`src/rtl/vga_scan_driver_if.sv`:
```
// vga_scan_driver_if: pixel-source bus between the scan driver and GUI pixel sources
//   row/col   : current scan address (v_count/h_count), driven by the scan side
//   enable    : one-clock pixel tick, driven by the scan side
//   visible   : address lies inside the visible area, driven by the scan side
//   pixel_rgb : combinational colour answer from the pixel sources
interface vga_scan_driver_if;
   logic [9:0] row;
   logic [9:0] col;
   logic       enable;
   logic       visible;
   logic [2:0] pixel_rgb;
   modport master (output row, col, enable, visible, input pixel_rgb);
   modport slave (input row, col, enable, visible, output pixel_rgb);
endinterface

```
`src/rtl/vga_scan_driver.sv`:
```
// vga_scan_driver: VGA timing generator that scans pixel sources and registers colour/sync
//   clock      : system clock, rising edge
//   reset      : asynchronous active-low reset
//   pix        : pixel-source bus (master side)
//   frame_tick : one-clock pulse per frame after the last visible pixel
//   vga_rgb    : registered colour {R,G,B}, blanked outside the visible area
//   hsync      : horizontal sync, active low, delayed one pixel with vga_rgb
//   vsync      : vertical sync, active low, delayed one pixel with vga_rgb
module vga_scan_driver #(
   parameter int H_VISIBLE     = 640,
   parameter int H_FRONT       = 16,
   parameter int H_SYNC        = 96,
   parameter int H_BACK        = 48,
   parameter int V_VISIBLE     = 480,
   parameter int V_FRONT       = 10,
   parameter int V_SYNC        = 2,
   parameter int V_BACK        = 33,
   parameter int CLOCK_DIVIDER = 2
) (
   input  logic               clock,
   input  logic               reset,
   vga_scan_driver_if.master  pix,
   output logic               frame_tick,
   output logic [2:0]         vga_rgb,
   output logic               hsync,
   output logic               vsync
);
   localparam int DW = CLOCK_DIVIDER > 1 ? $clog2(CLOCK_DIVIDER) : 1;
   localparam logic [DW-1:0] DIV_LAST = DW'(CLOCK_DIVIDER - 1);
   localparam logic [9:0] H_LAST   = 10'(H_VISIBLE + H_FRONT + H_SYNC + H_BACK - 1);
   localparam logic [9:0] V_LAST   = 10'(V_VISIBLE + V_FRONT + V_SYNC + V_BACK - 1);
   localparam logic [9:0] H_VIS    = 10'(H_VISIBLE);
   localparam logic [9:0] V_VIS    = 10'(V_VISIBLE);
   localparam logic [9:0] V_VIS_LAST = 10'(V_VISIBLE - 1);
   localparam logic [9:0] HS_START = 10'(H_VISIBLE + H_FRONT);
   localparam logic [9:0] HS_END   = 10'(H_VISIBLE + H_FRONT + H_SYNC - 1);
   localparam logic [9:0] VS_START = 10'(V_VISIBLE + V_FRONT);
   localparam logic [9:0] VS_END   = 10'(V_VISIBLE + V_FRONT + V_SYNC - 1);

   logic [DW-1:0] div_count;
   logic [9:0]    h_count;
   logic [9:0]    v_count;
   logic          tick;
   logic          div_last;
   logic          h_last;
   logic          v_last;
   logic          visible;

   assign div_last    = div_count == DIV_LAST;
   assign h_last      = h_count == H_LAST;
   assign v_last      = v_count == V_LAST;
   assign visible     = (h_count < H_VIS) && (v_count < V_VIS);
   assign pix.row     = v_count;
   assign pix.col     = h_count;
   assign pix.enable  = tick;
   assign pix.visible = visible;

   always_ff @(posedge clock or negedge reset)
      if (!reset) begin
         div_count  <= '0;
         h_count    <= '0;
         v_count    <= '0;
         tick       <= 1'b0;
         frame_tick <= 1'b0;
         vga_rgb    <= '0;
         hsync      <= 1'b1;
         vsync      <= 1'b1;
      end else begin
         div_count  <= div_last ? '0 : div_count + 1'b1;
         tick       <= div_last;
         frame_tick <= tick && h_last && v_count == V_VIS_LAST;
         // Colour and sync are sampled from the current address, so they
         // appear one pixel later, all mutually aligned.
         if (tick) begin
            h_count <= h_last ? '0 : h_count + 10'd1;
            if (h_last)
               v_count <= v_last ? '0 : v_count + 10'd1;
            vga_rgb <= visible ? pix.pixel_rgb : 3'b000;
            hsync   <= !(h_count >= HS_START && h_count <= HS_END);
            vsync   <= !(v_count >= VS_START && v_count <= VS_END);
         end
      end
endmodule

```
`src/flat_wrapper.sv`:
```
// flat-port wrapper written by rule: the top's interface ports become plain ports
module vga_scan_driver_flat 
#(
   parameter int H_VISIBLE     = 640,
   parameter int H_FRONT       = 16,
   parameter int H_SYNC        = 96,
   parameter int H_BACK        = 48,
   parameter int V_VISIBLE     = 480,
   parameter int V_FRONT       = 10,
   parameter int V_SYNC        = 2,
   parameter int V_BACK        = 33,
   parameter int CLOCK_DIVIDER = 2
)
  (clock, reset, frame_tick, vga_rgb, hsync, vsync, pix_row, pix_col, pix_enable, pix_visible, pix_pixel_rgb);
  vga_scan_driver_if pix_i ();
  input  logic clock;
  input  logic reset;
  output logic frame_tick;
  output logic [2:0] vga_rgb;
  output logic hsync;
  output logic vsync;
  output wire logic [$bits(pix_i.row)-1:0] pix_row;
  output wire logic [$bits(pix_i.col)-1:0] pix_col;
  output wire logic [$bits(pix_i.enable)-1:0] pix_enable;
  output wire logic [$bits(pix_i.visible)-1:0] pix_visible;
  input wire logic [$bits(pix_i.pixel_rgb)-1:0] pix_pixel_rgb;
  assign pix_row = pix_i.row;
  assign pix_col = pix_i.col;
  assign pix_enable = pix_i.enable;
  assign pix_visible = pix_i.visible;
  assign pix_i.pixel_rgb = pix_pixel_rgb;
  vga_scan_driver #(.H_VISIBLE(H_VISIBLE), .H_FRONT(H_FRONT), .H_SYNC(H_SYNC), .H_BACK(H_BACK), .V_VISIBLE(V_VISIBLE), .V_FRONT(V_FRONT), .V_SYNC(V_SYNC), .V_BACK(V_BACK), .CLOCK_DIVIDER(CLOCK_DIVIDER)) u_core (.clock(clock), .reset(reset), .pix(pix_i), .frame_tick(frame_tick), .vga_rgb(vga_rgb), .hsync(hsync), .vsync(vsync));
endmodule
```
`config.mk`:
```
export PLATFORM = sky130hd
export DESIGN_NAME = vga_scan_driver_flat
export DESIGN_NICKNAME = d
export VERILOG_FILES = /design/src/rtl/vga_scan_driver_if.sv /design/src/rtl/vga_scan_driver.sv /design/src/flat_wrapper.sv
export SDC_FILE = /design/constraint.sdc
export NUM_CORES = 1
export LEC_CHECK = 0
export ABC_AREA = 1
export BUFFER_PORTS_ARGS = -buffer_cell sky130_fd_sc_hd__buf_2
export CAP_MARGIN = 20
export CORE_MARGIN = 4
export CORE_UTILIZATION = 48
export DETAILED_ROUTE_END_ITERATION = 12
export GPL_TIMING_DRIVEN = 0
export PLACE_DENSITY_LB_ADDON = 0.2
export REMOVE_ABC_BUFFERS = 1
export SETUP_SLACK_MARGIN = 0.5
export SYNTH_ARGS = -nofsm -noshare
export SYNTH_HDL_FRONTEND = slang
export SYNTH_SLANG_ARGS = --single-unit
```
`constraint.sdc`:
```
create_clock -name clock -period 1.2 [get_ports clock]
set_input_delay 0.24 -clock clock [delete_from_list [all_inputs] [get_ports clock]]
set_output_delay 0.24 -clock clock [all_outputs]
set_load 0.03 [all_outputs]
```
==> results.md, run 1 <==
- Status: finished with violations
- Violated checks: negative hold slack, negative setup slack
- Worst Path Arrival: between 2 and 2.5 ns
- Crit path launch type: register
- Detailed placement HPWL: ~2400 microns
- Critical path's slowest cell: dfrtp_1
- Vias in the first global route: ~1.7k
- Drt wl/cell: around 24 microns
- Final worst path period need: around 1.7 ns
- Clk Latency, worst-skew pair: between 0.3 and 0.4 ns
- Post-synthesis sequential area ratio: 45.84%
- Ys flop type: dfrtp_1
- DR vias: 2197
- Synth unique cells: 26
- Post-synth EDFFs: 0
- DR pass1 iterations: 6
- Buf/Inv on CP: 3
- Row count: 20
- DRC Markers: 0
- Worst setup EP type: register
- Gpl congestion: 0.7958
- WL final: 8259 microns
- Req. time, crit path: between 1.5 and 2 ns
- Starting Density: between 50% and 60%
- Clk slew on worst S/H paths: 0.18 ns
- Max cap viols: 0
- Die Height: around 65 microns
- RSZ-0062 raised after global routing: true
- Cell Chain, Critical Path: buf_4 > buf_6 > nand2_1 > nor3_2 > nand4_1 > nand2_1 > nand2_1 > inv_1
- First-pass GRT wire length: 7762 microns
- Synthesized area: approximately 0.0015 sq mm
- Tot GR Track Use: 23.24%
- HP Class: in2async
- Post-route ant nets: 0
- Final core occ: a little over nine tenths
- Die ar.: 0.004164 sq mm
- Num ports: 33
- CTS Buf Count: 3
- Port Buffer Count: 32
- Clock sinks: 28
- Layout area overhead: 91.52%
- Worst rel slew slack: 56.77%
- Nets: approximately 320
- Avg Inst Size Synth: approximately 7.7 sq um
- Synth area leaders: dfrtp_1 (42%), nand2_1 (13%), inv_1 (6.4%), nor2_1 (6.4%), o21ai_0 (4.6%)
- PwrDens: between 500 and 600 mW/mm^2
- Share of layout cells above drive strength 1: between 60 and 70%
- Setup ws final: -0.5069 ns
- Antenna violations before repair: 0
- Final Max Slew Viols: 0
- Final Hold Viols: 26
- Ys Warns: 0
- Vias per cell: roughly 6.3
- DP Worst Slack: -0.5970 ns
- Antenna cells: 0
- Final Skew: roughly 0.0075 ns
- Slew @ Worst Pin: around 0.65 ns
- Maximum clock rate: about 0.59 GHz
- Tcrit/Tclk final: 142.2%
- Slowest Stage Delay on Critical Path: roughly 0.46 ns
- Pleak: ~1.4 nW
- Tot Pwr: around 1.7 mW
- Initial DRC count: between 200 and 300
- Total grt overflow: 0
- Hold Slack: -0.1296 ns
- Worst vdd ir: 0.4460 mV
- #FFs+latches synth: 28
- CTS tree: built
- Chip Width: about 65 microns
- Final setup fails: 50
- Root Buffer: clkbuf_4
- Top cell type's share of synthesized area: 42.41%
- Asr flop ratio synth: between 90% and 100%
- CP top delay family: simple AND/OR/NAND/NOR gates
- Max H-tree Level: 1
- Core box area: a little over 0.003 sq mm
- Crit path max fanout: 4
- CTS max path bufs: 2
- Cell count after synthesis: just under 200
- Worst path most repeated cell: nand2_1
- Largest net degree at the start of global routing: 29
- Cell taking the most area after synthesis: dfrtp_1
- Critical path class: reg2reg
-- cell type report --
class,instances,area (sq um)
inverters,26,111.4
fillers,67,115.1
multi-input cells,141,959.7
clock buffers,3,22.52
clock inverters,1,30.03
well taps,44,55.05
repair buffers,105,1041
flip-flops and latches,28,718.2
-- metrics by stage --
| step | std cells | cell area (sq um) | setup TNS (ns) | hold slack (ns) |
|---|---|---|---|---|
| CTS | 312 | 2406 | -5.291 | -0.08923 |
| floorplan | 195 | 1506 | -6.651 | -0.05559 |
| global placement | 271 | 1722 | -7.013 | 0.2900 |
| finish | 348 | 2938 | -11.63 | -0.1296 |
| global route | 348 | 2938 | -12.97 | -0.09135 |
| detailed placement | 271 | 1722 | -7.740 | 0.2953 |
-- layer usage --
| metal | up-vias | track usage, % | routed length, microns |
|---|---|---|---|
| li1 | 842 | - | - |
| met1 | 1015 | 31.49 | 2837 |
| met2 | 237 | 40.46 | 3737 |
| met3 | 103 | 2.946 | 843 |
| met4 | 0 | 3.694 | 840 |
| met5 | - | 0 | 0 |
-- placed cells by master, fill, tap and decap left out, types with 5 or more instances in the layout --
master,synthesis,layout
buf_6,1,58
buf_4,1,40
nand4_1,5,5
dfrtp_2,0,12
o21ai_2,0,8
a21oi_1,9,7
nor2_1,26,15
nand2_1,52,33
nand2_2,1,15
nor2_4,2,8
nor2_2,1,6
dfrtp_1,26,14
inv_1,26,18
nand3_2,1,6
nand2_4,1,6
-- worst register-to-register path, stage by stage (launching register included) --
cell     delay, ns
dfrtp_1       0.46
buf_4         0.14
buf_6         0.10
nand2_1       0.10
nor3_2        0.35
nand4_1       0.19
nand2_1       0.15
nand2_1       0.11
inv_1         0.08
-- state kept, by name (all words and copies together) (netlist names) --
signal / flops
u_core.vga_rgb: 3
u_core.div_count: 1
u_core.pix.col: 10
u_core.pix.enable: 1
u_core.hsync: 1
u_core.frame_tick: 1
u_core.vsync: 1
u_core.pix.row: 10
-- Yosys cell counts (all sizes together), types with 2 or more instances --
master,instances
a21oi,10
buf,3
dfrtp,26
dfstp,2
ha,5
inv,26
nand2,54
nand3,10
nand4,5
nor2,29
nor3,6
o21ai,14
xor2,4
-- worst paths after layout --
path / from / to / slack [ns] / cells past startpoint
worst max register to register: u_core.pix.col[1] / u_core.pix.col[9] / -0.51 / 8
min in group clock: pix_pixel_rgb[0] / u_core.vga_rgb[0] / 0.10 / 3
max in group asynchronous: reset / u_core.pix.row[4] / 0.87 / 1
worst min-delay path: reset / u_core.pix.col[1] / -0.13 / 1
worst max-delay path: u_core.pix.col[1] / u_core.pix.col[9] / -0.51 / 8
worst min register to register: u_core.div_count / u_core.pix.enable / 0.44 / 0
-- power breakdown --
part / internal, mW / switching (mW) / total, mW
registers: 0.950 / 0.00427 / 0.954
clock network: 0.339 / 0.335 / 0.674
logic: 0.0198 / 0.0395 / 0.0592
total: 1.31 / 0.379 / 1.69
-- cell families after synthesis --
group	after synthesis	share of synthesized area (%)
XOR/XNOR	5	2.855
AND/OR/NAND/NOR	106	30.59
buffers and inverters	30	8.156
adder cells (fa/ha/maj)	5	4.078
AO/OA/AOI/OAI	25	8.483
flip-flops	28	45.84
-- what timing repair did --
| item | CTS | global route |
|---|---|---|
| pin swaps | 17 | 18 |
| endpoints found under the hold margin | 26 | 26 |
| setup endpoints to repair | 54 | 54 |
| setup buffers | 36 | 36 |
| cloned | 1 | 0 |
| resized for setup | 109 | 80 |
Power figures use the tool's default switching activity.
==> run 2: changes to the inputs <==
Settings changed: GPL_TIMING_DRIVEN 0 to not set.
Clock period 1.2 ns to 1.4 ns, I/O delays scaled along.
==> results.md, run 2 <==
- Detailed placement HPWL: 2686 microns (+10%)
- Synth area leaders: dfrtp_1 (42%), nand2_1 (13%), inv_1 (6.4%), nor2_1 (6.4%), o21ai_0 (4.6%)
- Antenna violations before repair: 0
- Synth unique cells: 26 (unchanged)
- WEP type: top-level output
- DP Worst Slack: -0.05555 ns (+0.5414 ns)
- Worst Endpoint after GRT Repair: pix_visible
- Post-synthesis sequential area ratio: 45.84% (unchanged)
- Num ports: 33 (unchanged)
- Largest net degree at the start of global routing: 29
- Synthesized area: 0.001534 sq mm (unchanged)
- Starting Density: 50.25% (unchanged)
- #FFs+latches synth: 28 (unchanged)
- Error: [ERROR DPL-0033] detailed placement checks failed during check placement.
- Ys flop type: dfrtp_1
- Asr flop ratio synth: 100.0% (unchanged)
- CTS Buf Count: 3 (unchanged)
- Clock sinks: 28 (unchanged)
- Port Buffer Count: 32 (unchanged)
- Cell count after synthesis: 199 (unchanged)
- Placed Area: 0.001882 sq mm (+9.3%)
- Top cell type's share of synthesized area: 42.41% (unchanged)
- CTS max path bufs: 2 (unchanged)
- Most frequent cell after synthesis: nand2_1
- Gpl congestion: 0.8333 (+4.7%)
- Max H-tree Level: 1 (unchanged)
- Avg Inst Size Synth: 7.708 sq um (unchanged)
- Post-synth EDFFs: 0 (unchanged)
- Cell taking the most area after synthesis: dfrtp_1
- Placed Instances: 289 (+6.6%)
- Die Height: 64.53 microns (unchanged)
- Chip Width: 64.53 microns (unchanged)
- Leading cell types by count after synthesis: nand2_1 (52), dfrtp_1 (26), inv_1 (26), nor2_1 (26), o21ai_0 (14)
- Row count: 20 (unchanged)
- Root Buffer: clkbuf_4
- Failing step: global routing (5_1_grt)
- Ys Warns: 0 (unchanged)
- Status: stopped before the end
[run 2: timing repair]
| item | in CTS |
|---|---|
| cloned | 0 |
| setup buffers | 34 |
| endpoints found under the hold margin | 26 |
| endpoints found under the setup margin | 54 |
| resized for setup | 125 |
| pin swaps | 17 |
[run 2: kinds of logic after synthesis]
logic type      Yosys count  synth area share [%]
compound gates           25                 8.483
xor+xnor                  5                 2.855
fa+ha+maj                 5                 4.078
buf+inv                  30                 8.156
flops                    28                 45.84
simple gates            106                 30.59
[run 2: metrics by stage]
stage | util [%] | TNS [ns]
floorplan | - | -2.676
global placement | 61.64 | 0
detailed placement | 61.64 | -0.2348
CTS | 83.52 | -0.4020
==> run 3: changes to the inputs <==
Settings changed: CORE_UTILIZATION 48 to 40, PLACE_DENSITY_LB_ADDON 0.2 to 0.15, SETUP_SLACK_MARGIN 0.5 to not set.
Clock period 1.4 ns to 1.8 ns, I/O delays scaled along.
==> results.md, run 3 (same netlist as run 1, synthesis figures left out) <==
- Status: finished clean
- PwrDens: ~620 mW/mm^2
- Total grt overflow: 0
- CTS tree: built
- Initial DRC count: 90
- Chip Width: 69.93 microns (+8.4%)
- Worst setup EP type: output port
- DR vias: about 1.4k
- Slowest Stage Delay on Critical Path: roughly 0.43 ns
- Final Hold Viols: 0
- Critical path class: reg2out
- Worst vdd ir: 0.2744 mV
- Tot Pwr: about 1.2 mW
- Layout area overhead: 22.43%
- Commonest non-fill, non-tap cell in the layout: nand2_1
- Core box area: 0.003689 sq mm
- Critical path's slowest cell: dfrtp_1
- Row count: 22 (+10%)
- Clk Latency, worst-skew pair: 0.28 ns
- Max H-tree Level: 1 (unchanged)
- Antenna violations before repair: 0
- Final Max Slew Viols: 0
- Vias in the first global route: ~1.2k
- Max cap viols: 0
- Detailed placement HPWL: 2622 microns (-2.4%)
- Pleak: 0.9229 nW
- Worst Path Arrival: about 1.3 ns
- Nets: 250
- Worst rel slew slack: 58.22%
- Internal Power: 0.9367 mW
- Maximum clock rate: slightly below 0.6 GHz
- Antenna cells: 0
- Clk slew on worst S/H paths: 0.10 ns
- Largest net degree at the start of global routing: 29
- DRC Markers: 0
- Clock Power Share: between 40 and 50%
- Gpl congestion: 0.7860 (-5.7%)
- P_sw: between 0.2 and 0.25 mW
- Vias per cell: roughly 4.8
- WL final: ~3500 microns
- Cts hold-fix bufs: 0
- Slew @ Worst Pin: 0.6267 ns
- Final core occ: around half
- Buf/Inv on CP: 3
- Port Buffer Count: 32 (unchanged)
- Final setup fails: 0
- Drt wl/cell: 12.14 microns
- Post-route ant nets: 0
- CTS Buf Count: 3 (unchanged)
- CTS max path bufs: 2 (unchanged)
- DR pass1 iterations: 4
- Final worst path period need: roughly 1.7 ns
- Clock sinks: 28 (unchanged)
- Die ar.: just under 0.005 sq mm
- Tot GR Track Use: around 15%
- Final Skew: roughly 0.0076 ns
- Tcrit/Tclk final: between 90% and 100%
- Flop pwr share: 54.6%
- First-pass GRT wire length: 5858 microns
- CP top delay family: flip-flops
- Starting Density: 41.59% (-8.7 points)
- Share of layout cells above drive strength 1: between 20% and 30%
- Req. time, crit path: 1.44 ns
- RSZ-0062 raised after global routing: true
- Cell Chain, Critical Path: nand2_2 > inv_2 > nor2_1 > nand2_1 > inv_1 > clkbuf_4
- HP Class: in2async
- Commonest cells after routing, fill and taps aside: nand2_1 (51), buf_2 (31), nor2_1 (26)
- Net Sw Frac: about a fifth
- Gate power share: approximately 2.5%
- Crit path launch type: register
- Root Buffer: clkbuf_8
- Crit path max fanout: 5
- Die Height: 69.93 microns (+8.4%)
- Num ports: 33 (unchanged)
==> run 3: per-layer routing <==
metal / global-route usage [%] / part of all wire [%]
met2: 21.51 / 43
met4: 3.191 / 0.55
met3: 3.309 / 4.9
met1: 21.77 / 52
met5: 0 / 0
==> run 3: path summary, 6_finish.rpt <==
check / from / slack (ns) / cells after the start / to
min: reset / 0.09 / 1 / u_core.pix.col[2]
max in group asynchronous: reset / 1.26 / 1 / u_core.pix.row[6]
min in group clock: pix_pixel_rgb[1] / 0.33 / 3 / u_core.vga_rgb[1]
max: u_core.pix.col[9] / 0.10 / 6 / pix_visible
min reg2reg: u_core.div_count / 0.38 / 0 / u_core.pix.enable
max reg2reg: u_core.pix.col[1] / 0.13 / 8 / u_core.pix.row[5]
==> run 3: what timing repair did <==
item,4_1_cts,5_1_grt
endpoints found under the setup margin,1,3
hold endpoints to repair,0,0
resized for setup,0,5
pin swaps,0,1
buffers inserted,1,4
==> run 3: through the flow <==
stage / cell area, sq um / TNS (ns) / cells / setup slack (ns) / hold slack (ns)
floorplan: 1506 / 0 / 195 / 0.1238 / 0.06441
global placement: 1749 / 0 / 278 / 0.2177 / 0.3606
detailed placement: 1749 / 0 / 278 / 0.1637 / 0.3590
CTS: 1828 / 0 / 283 / 0.01590 / 0.1111
global route: 1878 / -0.01467 / 287 / -0.01467 / 0.1262
finish: 1878 / 0 / 287 / 0.1049 / 0.08706
==> run 3: cell type report <==
| type | instances | area, sq um |
|---|---|---|
| Clock buffer | 3 | 41.29 |
| Clock inverter | 1 | 30.03 |
| Fill cell | 382 | 1810 |
| Inverter | 26 | 97.59 |
| Multi-Input combinational cell | 141 | 708.2 |
| Sequential cell | 28 | 705.7 |
| Tap cell | 48 | 60.06 |
| Timing Repair Buffer | 40 | 235.2 |
==> run 3: power by group through the flow <==
stage               Sequential [mW]  Combinational [mW]  Clock, mW
detailed placement            0.646              0.0309          0
global route                  0.635              0.0335      0.536
finish                        0.634              0.0293      0.497
CTS                           0.634              0.0309      0.512
global placement              0.646              0.0307          0
floorplan                     0.653             0.00238          0
